### config.mk
export PLATFORM = sky130hd
export DESIGN_NAME = ram_arbiter
export DESIGN_NICKNAME = d
export VERILOG_FILES = /design/src/rtl/ram_arbiter_pkg.sv /design/src/rtl/ram_arbiter_rr_arb2.sv /design/src/rtl/ram_arbiter.sv
export SDC_FILE = /design/constraint.sdc
export NUM_CORES = 1
export LEC_CHECK = 0
export BUFFER_PORTS_ARGS = -buffer_cell sky130_fd_sc_hd__buf_2
export CAP_MARGIN = 5
export CORE_UTILIZATION = 30
export DETAILED_ROUTE_END_ITERATION = 7
export SETUP_SLACK_MARGIN = 0.2
export SLEW_MARGIN = 20
export SYNTH_ARGS = -nofsm -noshare
export SYNTH_HDL_FRONTEND = slang
export SYNTH_SLANG_ARGS = --single-unit
### constraint.sdc
create_clock -name clk -period 2.2 [get_ports clk]
set_clock_uncertainty 0.2 [all_clocks]
set_input_delay 0.11 -clock clk [delete_from_list [all_inputs] [get_ports clk]]
set_output_delay 0.11 -clock clk [all_outputs]
set_load 0.05 [all_outputs]
### src/rtl/ram_arbiter_pkg.sv
// ram_arb_pkg: shared types and defaults for the RAM arbiter slice.
//   - ADDR_W_DEF / DATA_W_DEF / LOCK_MAX_DEF : default geometry and lock limit
//   - src_t   : which requester issued an access
//   - stage_t : one pipeline slot travelling towards the read-data return
package ram_arb_pkg;

    localparam int ADDR_W_DEF   = 12;
    localparam int DATA_W_DEF   = 16;
    localparam int LOCK_MAX_DEF = 16;

    typedef enum logic {
        SRC_A = 1'b0,
        SRC_B = 1'b1
    } src_t;

    typedef struct packed {
        logic valid;
        src_t src;
        logic rd;
    } stage_t;

endpackage

### src/rtl/ram_arbiter_rr_arb2.sv
// rr_arb2: two-way round-robin grant logic with an optional B burst lock.
// Ports:
//   clk, rst_n       : clock (rising edge), async active-low reset
//   i_a_req, i_b_req : requests from port A and port B
//   i_b_lock         : B asks to keep the grant on its next beat
//   o_a_gnt, o_b_gnt : combinational one-hot (or zero) grant
// Handshake: a transfer happens on a rising edge where req && gnt; the
// requester holds req and its fields until it sees gnt.
module rr_arb2
    import ram_arb_pkg::*;
#(
    parameter int LOCK_MAX = LOCK_MAX_DEF
)(
    input  logic clk,
    input  logic rst_n,
    input  logic i_a_req,
    input  logic i_b_req,
    input  logic i_b_lock,
    output logic o_a_gnt,
    output logic o_b_gnt
);

    localparam int               CNT_W      = $clog2(LOCK_MAX + 1);
    localparam logic [CNT_W-1:0] LOCK_MAX_C = CNT_W'(LOCK_MAX);

    src_t             r_last_served;
    logic             r_lock_act;
    logic [CNT_W-1:0] r_lock_cnt;

    logic w_a_gnt;
    logic w_b_gnt;
    logic w_a_xfer;
    logic w_b_xfer;
    logic w_lock_clr;
    logic w_lock_ok;

    // The lock only wins a contested cycle while it has not yet starved A
    // for LOCK_MAX locked beats.
    assign w_lock_ok = r_lock_act && (r_lock_cnt < LOCK_MAX_C);

    always_comb begin
        w_a_gnt = 1'b0;
        w_b_gnt = 1'b0;
        if (i_a_req && i_b_req) begin
            if (w_lock_ok) begin
                w_b_gnt = 1'b1;
            end else if (r_last_served == SRC_A) begin
                w_b_gnt = 1'b1;
            end else begin
                w_a_gnt = 1'b1;
            end
        end else if (i_a_req) begin
            w_a_gnt = 1'b1;
        end else if (i_b_req) begin
            w_b_gnt = 1'b1;
        end
    end

    assign w_a_xfer   = i_a_req & w_a_gnt;
    assign w_b_xfer   = i_b_req & w_b_gnt;
    // Lock drops when B goes idle or finishes a beat without asking to keep it.
    assign w_lock_clr = ~i_b_req | (w_b_xfer & ~i_b_lock);

    always_ff @(posedge clk or negedge rst_n) begin
        if (!rst_n) begin
            r_last_served <= SRC_B;
            r_lock_act    <= 1'b0;
            r_lock_cnt    <= '0;
        end else begin
            if (w_a_xfer) begin
                r_last_served <= SRC_A;
            end else if (w_b_xfer) begin
                r_last_served <= SRC_B;
            end

            if (w_lock_clr) begin
                r_lock_act <= 1'b0;
            end else if (w_b_xfer) begin
                r_lock_act <= 1'b1;
            end

            // Only beats taken under an already-active lock while A waits
            // count towards the starvation limit.
            if (w_a_xfer || w_lock_clr) begin
                r_lock_cnt <= '0;
            end else if (w_b_xfer && i_a_req && r_lock_act && (r_lock_cnt < LOCK_MAX_C)) begin
                r_lock_cnt <= r_lock_cnt + CNT_W'(1);
            end
        end
    end

    assign o_a_gnt = w_a_gnt;
    assign o_b_gnt = w_b_gnt;

endmodule

### src/rtl/ram_arbiter.sv
// ram_arbiter: shares one single-port block RAM between port A (CPU) and
// port B (loader/debug), one access per cycle, fully pipelined.
// Ports:
//   clk, rst_n                            : clock, async active-low reset
//   a_req/a_we/a_addr/a_wdata -> a_gnt    : A command and combinational grant
//   a_rvalid/a_rdata                      : A read return
//   b_req/b_we/b_addr/b_wdata/b_lock -> b_gnt, b_rvalid/b_rdata : same for B
//   ram_addr/ram_data/ram_wren, ram_q     : registered RAM pins, RAM read data
//   busy                                  : request pending or access in flight
// Read timeline: accepted at edge T, on the RAM pins after T, captured by the
// RAM at T+1, data and rvalid presented after T+2 for one cycle.
module ram_arbiter
    import ram_arb_pkg::*;
#(
    parameter int ADDR_W   = ADDR_W_DEF,
    parameter int DATA_W   = DATA_W_DEF,
    parameter int LOCK_MAX = LOCK_MAX_DEF
)(
    input  logic              clk,
    input  logic              rst_n,
    input  logic              a_req,
    input  logic              a_we,
    input  logic [ADDR_W-1:0] a_addr,
    input  logic [DATA_W-1:0] a_wdata,
    output logic              a_gnt,
    output logic              a_rvalid,
    output logic [DATA_W-1:0] a_rdata,
    input  logic              b_req,
    input  logic              b_we,
    input  logic [ADDR_W-1:0] b_addr,
    input  logic [DATA_W-1:0] b_wdata,
    input  logic              b_lock,
    output logic              b_gnt,
    output logic              b_rvalid,
    output logic [DATA_W-1:0] b_rdata,
    output logic [ADDR_W-1:0] ram_addr,
    output logic [DATA_W-1:0] ram_data,
    output logic              ram_wren,
    input  logic [DATA_W-1:0] ram_q,
    output logic              busy
);

    logic w_a_gnt;
    logic w_b_gnt;
    logic w_a_xfer;
    logic w_b_xfer;

    logic [ADDR_W-1:0] r_ram_addr;
    logic [DATA_W-1:0] r_ram_data;
    logic              r_ram_wren;
    stage_t            r_s1;
    stage_t            r_s2;
    logic              r_a_rvalid;
    logic              r_b_rvalid;

    rr_arb2 #(
        .LOCK_MAX (LOCK_MAX)
    ) u_arb (
        .clk      (clk),
        .rst_n    (rst_n),
        .i_a_req  (a_req),
        .i_b_req  (b_req),
        .i_b_lock (b_lock),
        .o_a_gnt  (w_a_gnt),
        .o_b_gnt  (w_b_gnt)
    );

    assign w_a_xfer = a_req & w_a_gnt;
    assign w_b_xfer = b_req & w_b_gnt;

    // Async reset clears ram_wren, so a write still sitting on the pins is
    // never clocked into the RAM, and in-flight reads never return.
    always_ff @(posedge clk or negedge rst_n) begin
        if (!rst_n) begin
            r_ram_addr <= '0;
            r_ram_data <= '0;
            r_ram_wren <= 1'b0;
            r_s1       <= '0;
            r_s2       <= '0;
            r_a_rvalid <= 1'b0;
            r_b_rvalid <= 1'b0;
        end else begin
            if (w_b_xfer) begin
                r_ram_addr <= b_addr;
                r_ram_data <= b_wdata;
                r_ram_wren <= b_we;
                r_s1       <= '{valid: 1'b1, src: SRC_B, rd: ~b_we};
            end else if (w_a_xfer) begin
                r_ram_addr <= a_addr;
                r_ram_data <= a_wdata;
                r_ram_wren <= a_we;
                r_s1       <= '{valid: 1'b1, src: SRC_A, rd: ~a_we};
            end else begin
                r_ram_wren <= 1'b0;
                r_s1.valid <= 1'b0;
            end

            r_s2       <= r_s1;
            r_a_rvalid <= r_s2.valid & r_s2.rd & (r_s2.src == SRC_A);
            r_b_rvalid <= r_s2.valid & r_s2.rd & (r_s2.src == SRC_B);
        end
    end

    assign a_gnt    = w_a_gnt;
    assign b_gnt    = w_b_gnt;
    assign ram_addr = r_ram_addr;
    assign ram_data = r_ram_data;
    assign ram_wren = r_ram_wren;
    assign a_rvalid = r_a_rvalid;
    assign b_rvalid = r_b_rvalid;
    // Both ports see the RAM output; rvalid says whose it is.
    assign a_rdata  = ram_q;
    assign b_rdata  = ram_q;
    assign busy     = a_req | b_req | r_s1.valid | r_s2.valid;

endmodule

# Word level (Yosys, flattened, before mapping)
# Index checks and enable logic that the tools add are counted.
word_totals:
  register_bits: 44
  latchBits: 0
  mem_bits_rw: 0
  mem_bits_ro: 0
  wordCells: 63
  n_memories: 0
op_classes:
  addsub: 1
  n_mul: 0
  div: 0
  magnitude_cmp: 1
  n_eq_ne: 0
  shifts: 0
  muxes: 23
  bitwise_logic: 15
  n_reduce_logical: 9
ops:
  columns: ["operator", "count"]
  rows:
  - ["two-way mux 16 bit", 2]
  - ["two-way mux 12 bit", 2]
  - ["two-way mux 1 bit", 15]
  - ["two-way mux 5 bit", 2]
  - ["AND 1 bit", 6]
  - ["nonzero test 2 bit", 3]
  - ["adder 5 x 1 -> 5 bit, second input constant", 1]
  - ["logical AND 1 bit", 5]
  - ["less-than comparator 5 bit, second input constant", 1]
  - ["inverter 1 bit", 5]
  - ["OR 1 bit", 4]
  - ["two-way mux 3 bit", 1]
  - ["two-way mux 2 bit", 1]
  - ["logical OR 1 bit", 1]

# Logic depth before layout (Yosys ltp)
logic_depth:
  ltp_word: 10
  mapped_depth: 6
  mapped_depth_nobuf: 4

# Modules after synthesis
# A second synthesis with hierarchy kept.
unflattened:
  cells_unflattened: 210
  hier_area_um2: 2208.4
by_module_without_submodules:
  columns: ["mod", "n_inst", "cells_per_inst", "area_each_um2", "seq_area_each_um2"]
  rows:
  - ["ram_arbiter", 1, 175, 1848.0, 925.9]
  - ["rr_arb2", 1, 35, 360.3, 176.4]

# Worst setup path before layout
# No wires, ideal clock.
synth_timing:
  path_type: "register to register"
  start: "reg u_arb.r_last_served"
  end: "reg r_ram_data[1], in the netlist ram_data[1]"
  t_arrival_ns: 1.348
  t_required_ns: 1.874
  path_slack_ns: 0.526
  stages_incl_launch_ff: 5
  n_path_buf: 1
  period_less_slack_ns: 1.674
  cell_sequence: "dfstp_2 -> nand2_4 -> o21a_1 -> buf_2 -> a221o_1"
synth_via:
  elab_chain_cells: 5
  word_cells_on_any_way: 10
  classes_between: "7 x mux; 2 x bitwise; 1 x reduce/logical"
synth_rtl:
  columns: ["item", "line_no", "rtl"]
  rows:
  - ["start: declaration", "ram_arbiter_rr_arb2.sv:26", "src_t r_last_served;"]
  - ["start signal: assignment", "ram_arbiter_rr_arb2.sv:66", "r_last_served <= SRC_B;"]
  - ["start signal: assignment", "ram_arbiter_rr_arb2.sv:71", "r_last_served <= SRC_A;"]
  - ["start signal: assignment", "ram_arbiter_rr_arb2.sv:73", "r_last_served <= SRC_B;"]
  - ["two-way mux 1 bit (*)", "ram_arbiter_rr_arb2.sv:47", "end else if (r_last_served == SRC_A) begin"]
  - ["two-way mux 1 bit (*)", "ram_arbiter_rr_arb2.sv:45", "if (w_lock_ok) begin"]
  - ["two-way mux 1 bit (*)", "ram_arbiter_rr_arb2.sv:44", "if (i_a_req && i_b_req) begin"]
  - ["via b_gnt", "ram_arbiter.sv:33", "output logic b_gnt,"]
  - ["AND 1 bit (*)", "ram_arbiter.sv:69", "assign w_b_xfer = b_req & w_b_gnt;"]
  - ["two-way mux 16 bit / nonzero test 2 bit (equally long branches)", null, null]
  - ["end signal: assignment", "ram_arbiter.sv:85", "r_ram_data <= b_wdata;"]
  - ["end signal: assignment", "ram_arbiter.sv:90", "r_ram_data <= a_wdata;"]
  - ["end: declaration", "ram_arbiter.sv:49", "logic [DATA_W-1:0] r_ram_data;"]
# Mark *: on every way through the listed nets, which the timed path passes. The rest lies on a longest branch.
# A chain may end at the register's enable or synchronous reset.

# Worst setup path in the final report
layout_timing:
  start: "reg u_arb.r_last_served"
  end: "reg r_ram_wren, in the netlist ram_wren"
layout_via:
  elab_chain_cells: 6
  word_cells_on_any_way: 10
  classes_between: "8 x mux; 2 x bitwise"
layout_rtl:
  columns: ["item", "line_no", "rtl"]
  rows:
  - ["two-way mux 1 bit", "ram_arbiter_rr_arb2.sv:47", null]
  - ["two-way mux 1 bit", "ram_arbiter_rr_arb2.sv:45", null]
  - ["two-way mux 1 bit", "ram_arbiter_rr_arb2.sv:44", null]
  - ["AND 1 bit", "ram_arbiter.sv:68", "assign w_a_xfer = a_req & w_a_gnt;"]
  - ["two-way mux 1 bit", "ram_arbiter.sv:88", "end else if (w_a_xfer) begin"]
  - ["two-way mux 1 bit (*)", "ram_arbiter.sv:83", "if (w_b_xfer) begin"]
  - ["end signal: assignment", "ram_arbiter.sv:86", "r_ram_wren <= b_we;"]
  - ["end signal: assignment", "ram_arbiter.sv:91", "r_ram_wren <= a_we;"]
  - ["end: declaration", "ram_arbiter.sv:50", "logic r_ram_wren;"]
# Mark *: on every way between the ends. The rest lies on a longest branch, timed or not.

==> impl_results.rst <==
.. list-table::
   :header-rows: 1

   * - Metric
     - Value
   * - Final estimated routing congestion in global placement
     - 0.743
   * - HPWL reported at the end of detailed placement
     - 3.52 mm
   * - Starting Density
     - 31.4%
   * - Maximum vdd drop
     - 233 uV
   * - Die X
     - 86.5 um
   * - Detailed Route Iter0 Violations
     - 82
   * - Wire length of the first global-routing pass
     - 8.69 mm
   * - Count of inserted antenna diode cells
     - 0
   * - Share of the clock period used by the worst path after layout
     - 88.7%
   * - Cell Area, Synth
     - 2140 um2
   * - Tightest slew margin relative to the limit
     - 72.0%
   * - Clk pin slew, worst setup/hold paths
     - 0.08 ns
   * - Number of rows created at floorplan
     - 30
   * - Num ports
     - 145
   * - EDFF count, synth
     - 0
   * - Fmax achieved
     - 0.513 GHz
   * - Final Setup Violations
     - 0
   * - Total core area
     - 6830 um2
   * - Cell area power density
     - 684 nW/um2
   * - Final number of max-transition violations
     - 0
   * - Element type at the critical path end
     - flip-flop
   * - Remaining global-route overflow
     - 0
   * - Later-pin clock latency in the skew report
     - 0.29 ns
   * - Time the worst path needs with I/O delays and setup
     - 1.95 ns
   * - Number of hold violations in the final report
     - 0
   * - Number of H-tree levels
     - 2
   * - Antenna violations before repair
     - 0
   * - Number of remaining DRC errors
     - 0
   * - Type of element launching the critical path
     - flip-flop
   * - Fraction of the core area covered by cells at the end of the flow
     - 47.5%
   * - TritonCTS clock tree
     - built
   * - Antenna-violating nets left
     - 0
   * - Leakage power figure
     - 1.56 nW
   * - Outcome
     - complete, no violations
   * - Actual slew at the worst max-slew pin
     - 0.419 ns
   * - Flop and latch count out of synthesis
     - 44
   * - GRT Overall Usage
     - 15.0%
   * - Layout cell share with drive strength beyond 1
     - 37.5%
   * - Router iterations before antenna repair
     - 4
   * - Final TNS setup
     - 0 ns
   * - Sequence of cells on the critical path
     - nand2_4 -> or3_1 -> o211ai_1 -> dlygate4sd3_1
   * - Yosys warning count
     - 0
   * - Max Root-Sink Buffers
     - 2
   * - Fraction of registers with async set/reset
     - 100%
   * - Final Routed Wirelength
     - 5.61 mm
   * - Number of inserted filler cells in the final layout
     - 634
   * - Max-cap viol count
     - 0
   * - Area of the die
     - 7490 um2
   * - Number of vias per cell after detailed routing
     - 4.55
   * - Die Y-Extent
     - 86.5 um
   * - Cell count after synthesis
     - 186
   * - Synth Net Count
     - 266
   * - Setup repair after global routing missed its margin
     - no
   * - Root Buffer
     - sky130_fd_sc_hd__clkbuf_8
   * - Cell type of the slowest stage on the worst timing path
     - sky130_fd_sc_hd__dfstp_2
   * - Critical Path AT
     - 1.98 ns
   * - Total of buffers placed on input and output ports
     - 96
   * - Via count
     - 1881
   * - Flip-flop cell with the highest count after synthesis
     - sky130_fd_sc_hd__dfrtp_1
   * - Number of distinct library cells after synthesis
     - 30
   * - Vias in the first global route
     - 1874
   * - Post-synthesis to final-layout area growth
     - 51.3%
   * - Sequential cell area fraction in the yosys report
     - 51.4%
   * - Hold Path Class
     - in2out
   * - Worst setup margin
     - 0.249 ns
   * - TritonCTS Buffers
     - 5
   * - Sink count of the clock tree
     - 44
   * - Mean post-synth cell area
     - 11.5 um2
   * - Net count reported at finish
     - 397
   * - Crit path max fanout
     - 6
   * - Wire length per cell
     - 13.6 um
   * - Maximum number of pins on one net before global-route repair
     - 28
   * - Worst-case setup slack after placement
     - 0.419 ns
   * - Worst endpoint required time
     - 2.23 ns
   * - Slowest cell delay on critical path
     - 0.58 ns
   * - Type of the worst setup path
     - reg2reg
## logic make-up after synthesis
family | share of synthesized area, %
XOR/XNOR | 0.409
flip-flops | 51.4
AND/OR/NAND/NOR | 14.2
adder cells (fa/ha/maj) | 0.584
AO/OA/AOI/OAI | 17.9
buffers and inverters | 15.0
multiplexers | 0.467
## stage by stage
step / hold slack (ns) / total power [mW] / cell area, um2 / cells
after global routing: 0.0201 / 2.33 / 3240 / 413
after CTS: 0.00811 / 2.24 / 3220 / 412
after global placement: -0.138 / 1.59 / 2490 / 342
after floorplan: -0.386 / 1.55 / 2140 / 186
after detailed placement: -0.122 / 1.59 / 2490 / 342
final: 0.0200 / 2.22 / 3240 / 413
## metal layers
layer	GRT usage (%)	wire, um
met1	18.7	2420
met2	26.6	2860
met3	3.05	324
met4	3.48	9
met5	0	0
## worst max-delay path: cells and delay by family (launching register included)
family / cells / cell delay, ns
compound gates: 1 / 0.10
buf+inv: 1 / 0.56
flops: 1 / 0.58
simple gates: 2 / 0.45
## synth_stat cells (2+ instances only)
cell	number	area, um2
sky130_fd_sc_hd__o211ai_1	3	22.5
sky130_fd_sc_hd__a221o_1	28	280
sky130_fd_sc_hd__a21oi_1	2	10.0
sky130_fd_sc_hd__nor2_1	8	30.0
sky130_fd_sc_hd__nand3_1	2	10.0
sky130_fd_sc_hd__dfrtp_1	43	1080
sky130_fd_sc_hd__or3_1	4	25.0
sky130_fd_sc_hd__and2_1	28	175
sky130_fd_sc_hd__inv_1	3	11.3
sky130_fd_sc_hd__o21ai_0	3	15.0
sky130_fd_sc_hd__buf_2	5	25.0
sky130_fd_sc_hd__o21a_1	2	15.0
sky130_fd_sc_hd__buf_4	34	255
sky130_fd_sc_hd__clkbuf_1	2	7.51
sky130_fd_sc_hd__buf_6	2	22.5
sky130_fd_sc_hd__nand2_1	3	11.3
## final timing paths
kind                                                  from                       end  slack, ns  cells after the start
min in group asynchronous                            rst_n  ram_data[14]$_DFFE_PN0P_       0.08                      2
hold reg to reg                          r_s1[2]$_DFF_PN0_         r_s2[2]$_DFF_PN0_       0.17                      0
setup / recovery           u_arb.r_last_served$_DFFE_PN1P_        ram_wren$_DFF_PN0_       0.25                      4
max in group asynchronous                            rst_n   ram_addr[4]$_DFFE_PN0P_       1.02                      3
hold / removal                                    ram_q[3]                b_rdata[3]       0.02                      0
setup reg to reg           u_arb.r_last_served$_DFFE_PN1P_        ram_wren$_DFF_PN0_       0.25                      4
## repair_timing
| action | CTS | global route |
|---|---|---|
| resized for setup | 1 | 3 |
| buffers inserted | 0 | 1 |
| hold endpoints to repair | 49 | 0 |
| endpoints found under the setup margin | 1 | 3 |
| hold buffers | 63 | 0 |
| gates cloned | 0 | 0 |
## area by class of cell
| class | count | area (um2) | share of cell area (%) |
|---|---|---|---|
| clock buffer | 7 | 96.3 | 2.97 |
| multi-input combinational | 96 | 736 | 22.7 |
| sequential | 44 | 1100 | 34.0 |
| timing repair buffer | 167 | 1180 | 36.3 |
| inverter | 3 | 11.3 | 0.347 |
| tap | 96 | 120 | 3.71 |
## where the power goes
part           internal, mW  switching [mW]
Clock                 0.280           0.262
Sequential            0.900          0.0461
Combinational         0.272           0.457
## cell usage in the layout (no fill, tap or decap), types with 3 or more instances in the layout
| cell | count |
|---|---|
| sky130_fd_sc_hd__or3_1 | 4 |
| sky130_fd_sc_hd__o211ai_1 | 3 |
| sky130_fd_sc_hd__dlygate4sd3_1 | 63 |
| sky130_fd_sc_hd__buf_4 | 8 |
| sky130_fd_sc_hd__inv_1 | 3 |
| sky130_fd_sc_hd__clkbuf_8 | 7 |
| sky130_fd_sc_hd__o21ai_0 | 3 |
| sky130_fd_sc_hd__a221o_1 | 28 |
| sky130_fd_sc_hd__dfrtp_1 | 43 |
| sky130_fd_sc_hd__nor2_1 | 7 |
| sky130_fd_sc_hd__buf_2 | 94 |
| sky130_fd_sc_hd__nand2_1 | 3 |
| sky130_fd_sc_hd__and2_1 | 28 |
## state kept, by name, summed over array words and instances, names as in the netlist
| register | flops |
|---|---|
| u_arb.r_lock_act | 1 |
| ram_addr | 12 |
| b_rvalid | 1 |
| a_rvalid | 1 |
| r_s1 | 3 |
| ram_data | 16 |
| r_s2 | 3 |
| u_arb.r_last_served | 1 |
| ram_wren | 1 |
| u_arb.r_lock_cnt | 5 |
No activity file was read; power rests on OpenSTA's default activity.
